**src/rtl/debug_dump_sequencer_pkg.sv**
```systemverilog
// Shared debug-unit definitions: source-select codes, one-hot FSM states and word geometry.
package debug_dump_sequencer_pkg;

  localparam int BYTE_W         = 8;
  localparam int DWORD_W        = 32;
  localparam int BYTES_PER_WORD = DWORD_W / BYTE_W;

  typedef enum logic [1:0] {
    SEL_RB  = 2'b00,
    SEL_DM  = 2'b01,
    SEL_PC  = 2'b10,
    SEL_RSV = 2'b11
  } sel_e;

  typedef enum logic [5:0] {
    S_IDLE    = 6'b000001,
    S_FETCH   = 6'b000010,
    S_LATCH   = 6'b000100,
    S_SEND    = 6'b001000,
    S_WAIT_TX = 6'b010000,
    S_DONE    = 6'b100000
  } state_e;

endpackage

```
**src/rtl/debug_dump_sequencer_word_byte_select.sv**
```systemverilog
// Combinational byte slice of a word, selected by a 2-bit byte index (index 0 = LSB).
module debug_dump_sequencer_word_byte_select
  import debug_dump_sequencer_pkg::*;
#(
  parameter int BYTE  = 8,
  parameter int DWORD = 32
) (
  input  logic [DWORD-1:0] word,
  input  logic [1:0]       idx,
  output logic [BYTE-1:0]  slice
);

  // Constant-index loop keeps every part-select static.
  always_comb begin
    slice = '0;
    for (int i = 0; i < BYTES_PER_WORD; i++) begin
      if (idx == 2'(i)) slice = word[BYTE*i +: BYTE];
    end
  end

endmodule

```
**src/rtl/debug_dump_sequencer.sv**
```systemverilog
// Debug dump sequencer: streams the register bank, data memory or PC out over the UART TX
// byte handshake, one 32-bit word at a time, least significant byte first.
module debug_dump_sequencer
  import debug_dump_sequencer_pkg::*;
#(
  parameter int BYTE    = 8,
  parameter int DWORD   = 32,
  parameter int RB_ADDR = 5,
  parameter int DM_ADDR = 5
) (
  input  logic               i_clock,
  input  logic               i_reset,
  input  logic               i_start,
  input  logic [1:0]         i_sel,
  output logic               o_rb_rd_en,
  output logic [RB_ADDR-1:0] o_rb_addr,
  input  logic [DWORD-1:0]   i_rb_data,
  output logic               o_dm_rd_en,
  output logic [DM_ADDR-1:0] o_dm_addr,
  input  logic [DWORD-1:0]   i_dm_data,
  input  logic [DWORD-1:0]   i_pc,
  output logic [BYTE-1:0]    o_tx_data,
  output logic               o_tx_start,
  input  logic               i_tx_done,
  output logic               o_busy,
  output logic               o_done,
  output logic               o_error,
  output logic [5:0]         o_state
);

  localparam int IDX_W = (RB_ADDR > DM_ADDR) ? RB_ADDR : DM_ADDR;
  localparam logic [IDX_W-1:0] RB_LAST = IDX_W'((2 ** RB_ADDR) - 1);
  localparam logic [IDX_W-1:0] DM_LAST = IDX_W'((2 ** DM_ADDR) - 1);

  state_e           state, state_nxt;
  sel_e             sel_q;
  logic [IDX_W-1:0] word_idx;
  logic [IDX_W-1:0] last_idx;
  logic [1:0]       byte_idx;
  logic [DWORD-1:0] word_reg;
  logic             bytes_left;
  logic             words_left;

  always_comb begin
    unique case (sel_q)
      SEL_RB:  last_idx = RB_LAST;
      SEL_DM:  last_idx = DM_LAST;
      default: last_idx = '0;
    endcase
  end

  // Compared before incrementing, so word_idx never wraps past the last word.
  assign bytes_left = (byte_idx != 2'(BYTES_PER_WORD - 1));
  assign words_left = (word_idx < last_idx);

  // NOTE: sequential state uses non-blocking assignments so every register samples pre-edge values.
  always_ff @(posedge i_clock) begin
    if (i_reset) state <= S_IDLE;
    else         state <= state_nxt;
  end

  // NOTE: the default assignment first means no path through the case can infer a latch.
  always_comb begin
    state_nxt = state;
    unique case (state)
      S_IDLE:    if (i_start) state_nxt = (sel_e'(i_sel) == SEL_RSV) ? S_DONE : S_FETCH;
      S_FETCH:   state_nxt = S_LATCH;
      S_LATCH:   state_nxt = S_SEND;
      S_SEND:    state_nxt = S_WAIT_TX;
      S_WAIT_TX: begin
        if (i_tx_done) begin
          if (bytes_left)      state_nxt = S_SEND;
          else if (words_left) state_nxt = S_FETCH;
          else                 state_nxt = S_DONE;
        end
      end
      S_DONE:    state_nxt = S_IDLE;
      default:   state_nxt = S_IDLE;
    endcase
  end

  // byte_idx is cleared together with the word load so o_tx_data only moves on entry to SEND.
  always_ff @(posedge i_clock) begin
    if (i_reset) begin
      sel_q    <= SEL_RB;
      word_idx <= '0;
      byte_idx <= '0;
      word_reg <= '0;
    end else begin
      unique case (state)
        S_IDLE: begin
          if (i_start) begin
            sel_q    <= sel_e'(i_sel);
            word_idx <= '0;
          end
        end
        S_LATCH: begin
          byte_idx <= '0;
          unique case (sel_q)
            SEL_RB:  word_reg <= i_rb_data;
            SEL_DM:  word_reg <= i_dm_data;
            default: word_reg <= i_pc;
          endcase
        end
        S_WAIT_TX: begin
          if (i_tx_done) begin
            if (bytes_left)      byte_idx <= byte_idx + 2'd1;
            else if (words_left) word_idx <= word_idx + 1'b1;
          end
        end
        default: ;
      endcase
    end
  end

  debug_dump_sequencer_word_byte_select #(
    .BYTE  (BYTE),
    .DWORD (DWORD)
  ) u_byte_select (
    .word  (word_reg),
    .idx   (byte_idx),
    .slice (o_tx_data)
  );

  assign o_rb_rd_en = (state == S_FETCH) && (sel_q == SEL_RB);
  assign o_dm_rd_en = (state == S_FETCH) && (sel_q == SEL_DM);
  assign o_rb_addr  = o_rb_rd_en ? word_idx[RB_ADDR-1:0] : '0;
  assign o_dm_addr  = o_dm_rd_en ? word_idx[DM_ADDR-1:0] : '0;

  assign o_tx_start = (state == S_SEND);
  assign o_busy     = (state != S_IDLE);
  assign o_done     = (state == S_DONE);
  assign o_error    = o_done && (sel_q == SEL_RSV);
  assign o_state    = state;

endmodule

```
**config.mk**
```make
export PLATFORM = sky130hd
export DESIGN_NAME = debug_dump_sequencer
export DESIGN_NICKNAME = d
export VERILOG_FILES = /design/src/rtl/debug_dump_sequencer_pkg.sv /design/src/rtl/debug_dump_sequencer_word_byte_select.sv /design/src/rtl/debug_dump_sequencer.sv
export SDC_FILE = /design/constraint.sdc
export NUM_CORES = 1
export LEC_CHECK = 0
export ABC_AREA = 1
export ABC_CLOCK_PERIOD_IN_PS = 3200
export BUFFER_PORTS_ARGS = -buffer_cell sky130_fd_sc_hd__buf_2
export CORE_MARGIN = 1.5
export CORE_UTILIZATION = 51
export DETAILED_ROUTE_END_ITERATION = 8
export HOLD_SLACK_MARGIN = 0.03
export PLACE_DENSITY = 0.86
export SKIP_CTS_REPAIR_TIMING = 1
export SYNTH_ARGS = -nofsm -noshare
export SYNTH_HDL_FRONTEND = slang
export SYNTH_SLANG_ARGS = --single-unit
```
**constraint.sdc**
```tcl
create_clock -name i_clock -period 3.2 [get_ports i_clock]
set_input_delay 0.16 -clock i_clock [delete_from_list [all_inputs] [get_ports i_clock]]
set_output_delay 0.16 -clock i_clock [all_outputs]
set_load 0.01 [all_outputs]
```
==> results.md, run 1 <==
- Share of final-layout standard cells stronger than drive strength 1: between 30% and 40%
- Kind of capture point of the worst setup path: output pin
- Final layout net count: around 640
- Max-slew violation count: 0
- Number of DRC markers in iteration 0: 204
- Largest fanout of any net on the critical path: 12
- Shortest clock period the worst path allows after layout: between 2 and 2.5 ns
- Critical path class: flip-flop to output pin
- Core region area: around 5200 µm²
- Average cell area after synthesis: 6.86 µm²
- Synthesized flop and latch total: between 40 and 50
- Ratio of final minimum period to clock period: 68.8%
- Remaining number of nets flagged by the antenna check after routing: 0
- Outcome: finished clean
- # IOs: roughly 130
- Grt total ovfl: 0
- Wire length after detailed routing: 7990 µm
- Die Area: 6000 µm²
- Most common cell after layout, fill and taps aside: buf_2
- Syn. warnings: 0
- Count of standard-cell rows: 26
- Number of buffers inserted during clock tree synthesis: 5
- Antenna violations before repair: 0
- Slew headroom: between 30% and 40%
- Syn Inst Count: 412
- IR Drop Worst-Case VDD: 0.259 mV
- Via count of the first global-routing pass: 2,816
- RSZ-0062 raised after global routing: no
- Routability Congestion: 0.992
- Initial core utilization: 54.0%
- Synth unique cells: 31
- Power Density: 415 nW/µm²
- Final-layout setup total negative slack: 0 ns
- Startpoint Class: flip-flop
- Antenna cell count: 0
- Maximum buffer depth of the clock tree: 2
- Number of violations of the max-capacitance limit: 0
- Global-route wire length before repair: 12,800 µm
- Final instance area: 3580 µm²
- Commonest cells after routing, fill and taps aside: 131 x buf_2, 128 x nand2_1, 47 x dfxtp_1
- CTS H-Tree Depth: 2
- Worst EP arrival: 2.04 ns
- Slew at the pin with the worst max-slew slack: 0.934 ns
- Router iterations before antenna repair: 5
- Layout filler cell count: 480
- Number of design rule violations left after detail routing: 0
- Maximum number of pins on one net before global-route repair: 66
- Post-DR wirelength/cell: 13.4 µm
- Total leakage power: 1.66 nW
- I/O Buffers: 131
- Share of synthesized area occupied by flip-flops and latches: 33.3%
- Height of the die: approximately 77 µm
- Final Hold Viols: 0
- Horizontal extent of the die: 77.4 µm
- Clock latency of the later-clocked register in the worst-skew pair: 0.30 ns
- Area after DPL: 3460 µm²
- Sinks on the clock net: 47
- Maximum clock skew at final layout: approximately 0.007 ns
- Number of failing setup endpoints in the final timing report: 0
- Clk Tree Root Cell: clkbuf_8
- Clock tree from TritonCTS: built
- Routed via count divided by cell count: 5.40
- Required arrival time at the worst endpoint: 3.04 ns
- Flip-flop count of the largest register after layout: 32
- Fmax achieved: around 450 MHz
- Syn Std Cell Area: 2830 µm²
- Reg clk slew, reported paths: 0.08 ns
- Sequential cell area: 941 µm²
- Net Count, Synth: 520
- DP Wirelength: 6100 µm
- Area delta synth->final: 26.6%
- All-layer global routing usage: between 20% and 30%
- Area occupied by multi-input gates: 1650 µm²
- Vias post-DR: 3,228
- Type of the worst min-delay path: input pin to flip-flop
## synthesized netlist by cell type (all sizes together)
cell type,count,share of area [%]
a21oi,26,4.6
a22o,1,0.31
a41oi,31,9.6
and3,1,0.22
buf,14,3.1
clkbuf,12,1.6
clkinv,1,0.13
dfxtp,47,33
ha,6,2.7
inv,26,3.5
nand2,133,19
nand3,13,3.4
nand3b,1,0.27
nand4,7,1.5
nor2,44,7.7
o211ai,5,1.3
o21ai,40,7.1
o22ai,1,0.22
xnor2,1,0.31
xor2,2,0.62
## path summary, 6_finish.rpt
kind	end	slack (ns)	cells past startpoint	start
worst min register to register	byte_idx[1]	0.52	2	byte_idx[1]
worst max register to register	word_idx[2]	1.24	9	sel_q[1]
worst min-delay path	sel_q[1]	0.14	3	i_sel[1]
worst max-delay path	o_tx_data[5]	1.0	8	byte_idx[1]
## metal layers
layer	track usage [%]	routed length (µm)	vias up
li1	-	-	1636
met1	34.4	3530	1452
met2	44.3	3850	131
met3	4.71	504	9
met4	6.55	102	0
met5	0	0	-
## cell families (layout without fill, tap and decap cells)
kind of cell    count (synthesis)  count (layout)  share of synthesized area, %
xor+xnor                        3               3                         0.930
simple gates                  199             199                          31.7
buf+inv                        53             169                          8.28
compound gates                104             104                          23.2
flops                          47              47                          33.3
fa+ha+maj                       6               6                          2.66
## report_power, final
group | internal (W) | leakage [nW] | switching [W]
Clock | 0.000253 | 0.0612 | 0.000192
Sequential | 0.000606 | 0.380 | 0.0000331
Combinational | 0.000150 | 1.22 | 0.000251
## metrics by stage
| step | util (%) | instances | power, W | hold WS, ns | setup slack, ns |
|---|---|---|---|---|---|
| 2_1_floorplan | - | 412 | 0.000915 | 0.295 | 1.62 |
| 3_3_place_gp | 66.1 | 590 | 0.00104 | 0.427 | 1.30 |
| 3_5_place_dp | 66.1 | 590 | 0.00105 | 0.426 | 1.29 |
| 4_1_cts | 68.3 | 598 | 0.00149 | 0.125 | 1.00 |
| 5_1_grt | 68.3 | 598 | 0.00156 | 0.140 | 0.838 |
| 6_report | 68.3 | 598 | 0.00149 | 0.136 | 0.999 |
## final cells by class
cell class	count	share of cell area, %
Timing Repair Buffer	134	18.9
Inverter	27	2.83
Tap cell	70	2.45
Clock buffer	6	2.31
Clock inverter	2	0.979
Sequential cell	47	26.3
Multi-Input combinational cell	312	46.2
## critical path, cell delays in order, from the launching register on
cell     delay [ns]
dfxtp_1        0.39
inv_1          0.08
ha_1           0.25
inv_1          0.27
nand3_1        0.12
a21oi_1        0.24
a21oi_1        0.08
o21ai_0        0.15
buf_2          0.15
Power figures use the tool's default switching activity.
==> run 2: changes to the inputs <==
- ABC_CLOCK_PERIOD_IN_PS: 3200 -> 2200
- CORE_UTILIZATION: 51 -> 47
- PLACE_DENSITY: 0.86 -> 0.81
- clock period: 3.2 -> 2.2 ns (I/O delays scaled with it)
==> run 2 against run 1 <==
  * Non-clock buffer count up 6
  * First-iteration DRC count decreased by 13%
  * Die area rose by 8.2%
  * Largest power group unchanged
==> results.md, run 2 (synthesized netlist as in run 1, its figures left out) <==
- Non-filler cells, final: between 600 and 700
- Clk Tree Root Cell: clkbuf_8
- Startpoint Class: flip-flop
- Largest fanout of any net on the critical path: 12
- Final Hold Viols: 0
- Slack of the worst reg-to-reg path: 0.51 ns
- Outcome: finished clean
- All-layer global routing usage: 25.7%
- Final-layout setup total negative slack: 0 ns
- Max-slew violation count: 0
- Number of design rule violations left after detail routing: 0
- Worst path slowest cell: dfxtp_1
- Die Area: 6490 µm²
- Final layout net count: approximately 640
- Hold Crit Endpoint: word_reg[26]
- Final worst setup slack: ~0.23 ns
- Highest cell delay on the worst timing path: 0.39 ns
- Count of standard-cell rows: 28
- Required arrival time at the worst endpoint: 2.09 ns
- Router iterations before antenna repair: 5
- Startpoint of the most critical hold path: i_dm_data[26]
- Number of buffers inserted during clock tree synthesis: 5
- Post-DR wirelength/cell: 13.5 µm
- Slew headroom: between 50% and 60%
- Grt total ovfl: 0
- Slew at the pin with the worst max-slew slack: 0.646 ns
- Reg clk slew, reported paths: about 0.080 ns
- Fmax achieved: 507 MHz
- Height of the die: 80.6 µm
- Flip-flop count of the largest register after layout: 32
- Antenna violations before repair: 0
- End of the worst register-to-register path: word_reg[31]
- Maximum buffer depth of the clock tree: 2
- I/O Buffers: 131
- Initial core utilization: 48.3%
- Number of cell instances on the worst register-to-register path: 6
- Maximum number of pins on one net before global-route repair: 31
- Clock latency of the later-clocked register in the worst-skew pair: 0.30 ns
- Routability Congestion: ~0.92
- Via count of the first global-routing pass: 2,923
- Critical path class: flip-flop to output pin
- IR Drop Worst-Case VDD: 0.300 mV
- Worst EP arrival: 1.86 ns
- Commonest cells after routing, fill and taps aside: 131 x buf_2, 128 x nand2_1, 47 x dfxtp_1
- Routed via count divided by cell count: 5.30
- Number of DRC markers in iteration 0: 177
- Power Density: 579 nW/µm²
- Number of failing setup endpoints in the final timing report: 0
- Sinks on the clock net: 47
- Global-route wire length before repair: 13,000 µm
- Remaining number of nets flagged by the antenna check after routing: 0
- Cell Chain, Critical Path: inv_1, ha_1, inv_2, nand3_1, a21oi_1, a21oi_1, o21ai_0, buf_2
- Shortest clock period the worst path allows after layout: 1.97 ns
- Startpoint of the most critical register-to-register path: o_state[1]
- Ratio of final minimum period to clock period: between 80% and 90%
- Maximum clock skew at final layout: 0.0133 ns
- Most common cell after layout, fill and taps aside: buf_2
- Most used cell, CP: a21oi_1
- Share of final-layout standard cells stronger than drive strength 1: a little under a third
- Placed Cells incl. Taps: 601
- Cells on Worst Hold Path: 3
- Clock tree from TritonCTS: built
- RSZ-0062 raised after global routing: no
- Horizontal extent of the die: roughly 81 µm
- Kind of capture point of the worst setup path: output pin
- Core region area: 5850 µm²
- Total leakage power: 1.69 nW
- DP Wirelength: around 6400 µm
- Number of violations of the max-capacitance limit: 0
- Antenna cell count: 0
- Wire length after detailed routing: 8190 µm
- CTS H-Tree Depth: 2
- Worst Setup Slack post-DPL: 0.472 ns
- Power consumption: between 0.002 and 0.0025 W
- # IOs: about 130
- Area delta synth->final: 28.4%
- Type of the worst min-delay path: input pin to flip-flop
- Vias post-DR: between 3,000 and 4,000
run 2: per-stage QoR:
stage | hold slack (ns) | utilization, % | area [µm²]
floorplan | 0.245 | - | 2830
global placement | 0.370 | 60.3 | 3530
detailed placement | 0.405 | 60.3 | 3530
CTS | 0.0882 | 62.0 | 3630
global route | 0.0894 | 62.0 | 3630
finish | 0.0912 | 62.0 | 3630
run 2: worst max path at each step:
stage,cells past startpoint,endpoint,slack (ns),startpoint
4_1_cts,8,o_tx_data[7],0.12,byte_idx[1]
5_1_grt,8,o_tx_data[2],0.03,byte_idx[1]
3_3_place_gp,8,o_tx_data[7],0.52,byte_idx[1]
3_5_place_dp,8,o_tx_data[7],0.47,byte_idx[1]
2_1_floorplan,11,word_idx[0],0.62,sel_q[1]
6_report,8,o_tx_data[7],0.23,byte_idx[1]
run 2: where the power goes:
part           switching, W  internal [W]  total [W]
registers         0.0000366      0.000881   0.000918
clock network      0.000288      0.000286   0.000574
logic              0.000381      0.000228   0.000609
total              0.000706       0.00140    0.00210
run 2: critical path, delay by kind of cell, from the launching register on:
kind / cells / cell delay (ns)
AND/OR/NAND/NOR: 1 / 0.09
buffers and inverters: 3 / 0.44
adder cells (fa/ha/maj): 1 / 0.24
AO/OA/AOI/OAI: 3 / 0.41
flip-flops: 1 / 0.39
run 2: cell type report:
class	count	area, µm²
clock buffer	7	96.3
clock inverter	1	7.51
fill	532	2220
inverter	27	101
multi-input combinational	312	1650
sequential	47	941
tap	75	93.8
timing repair buffer	140	736
run 2: per-layer routing:
layer  GRT usage, %  part of all wire (%)  vias up
met5              0                     0        -
met4           7.76                   1.7        0
met3           5.68                   5.7       11
met2           44.5                    49      111
met1           31.4                    44     1462
li1               -                     -     1644
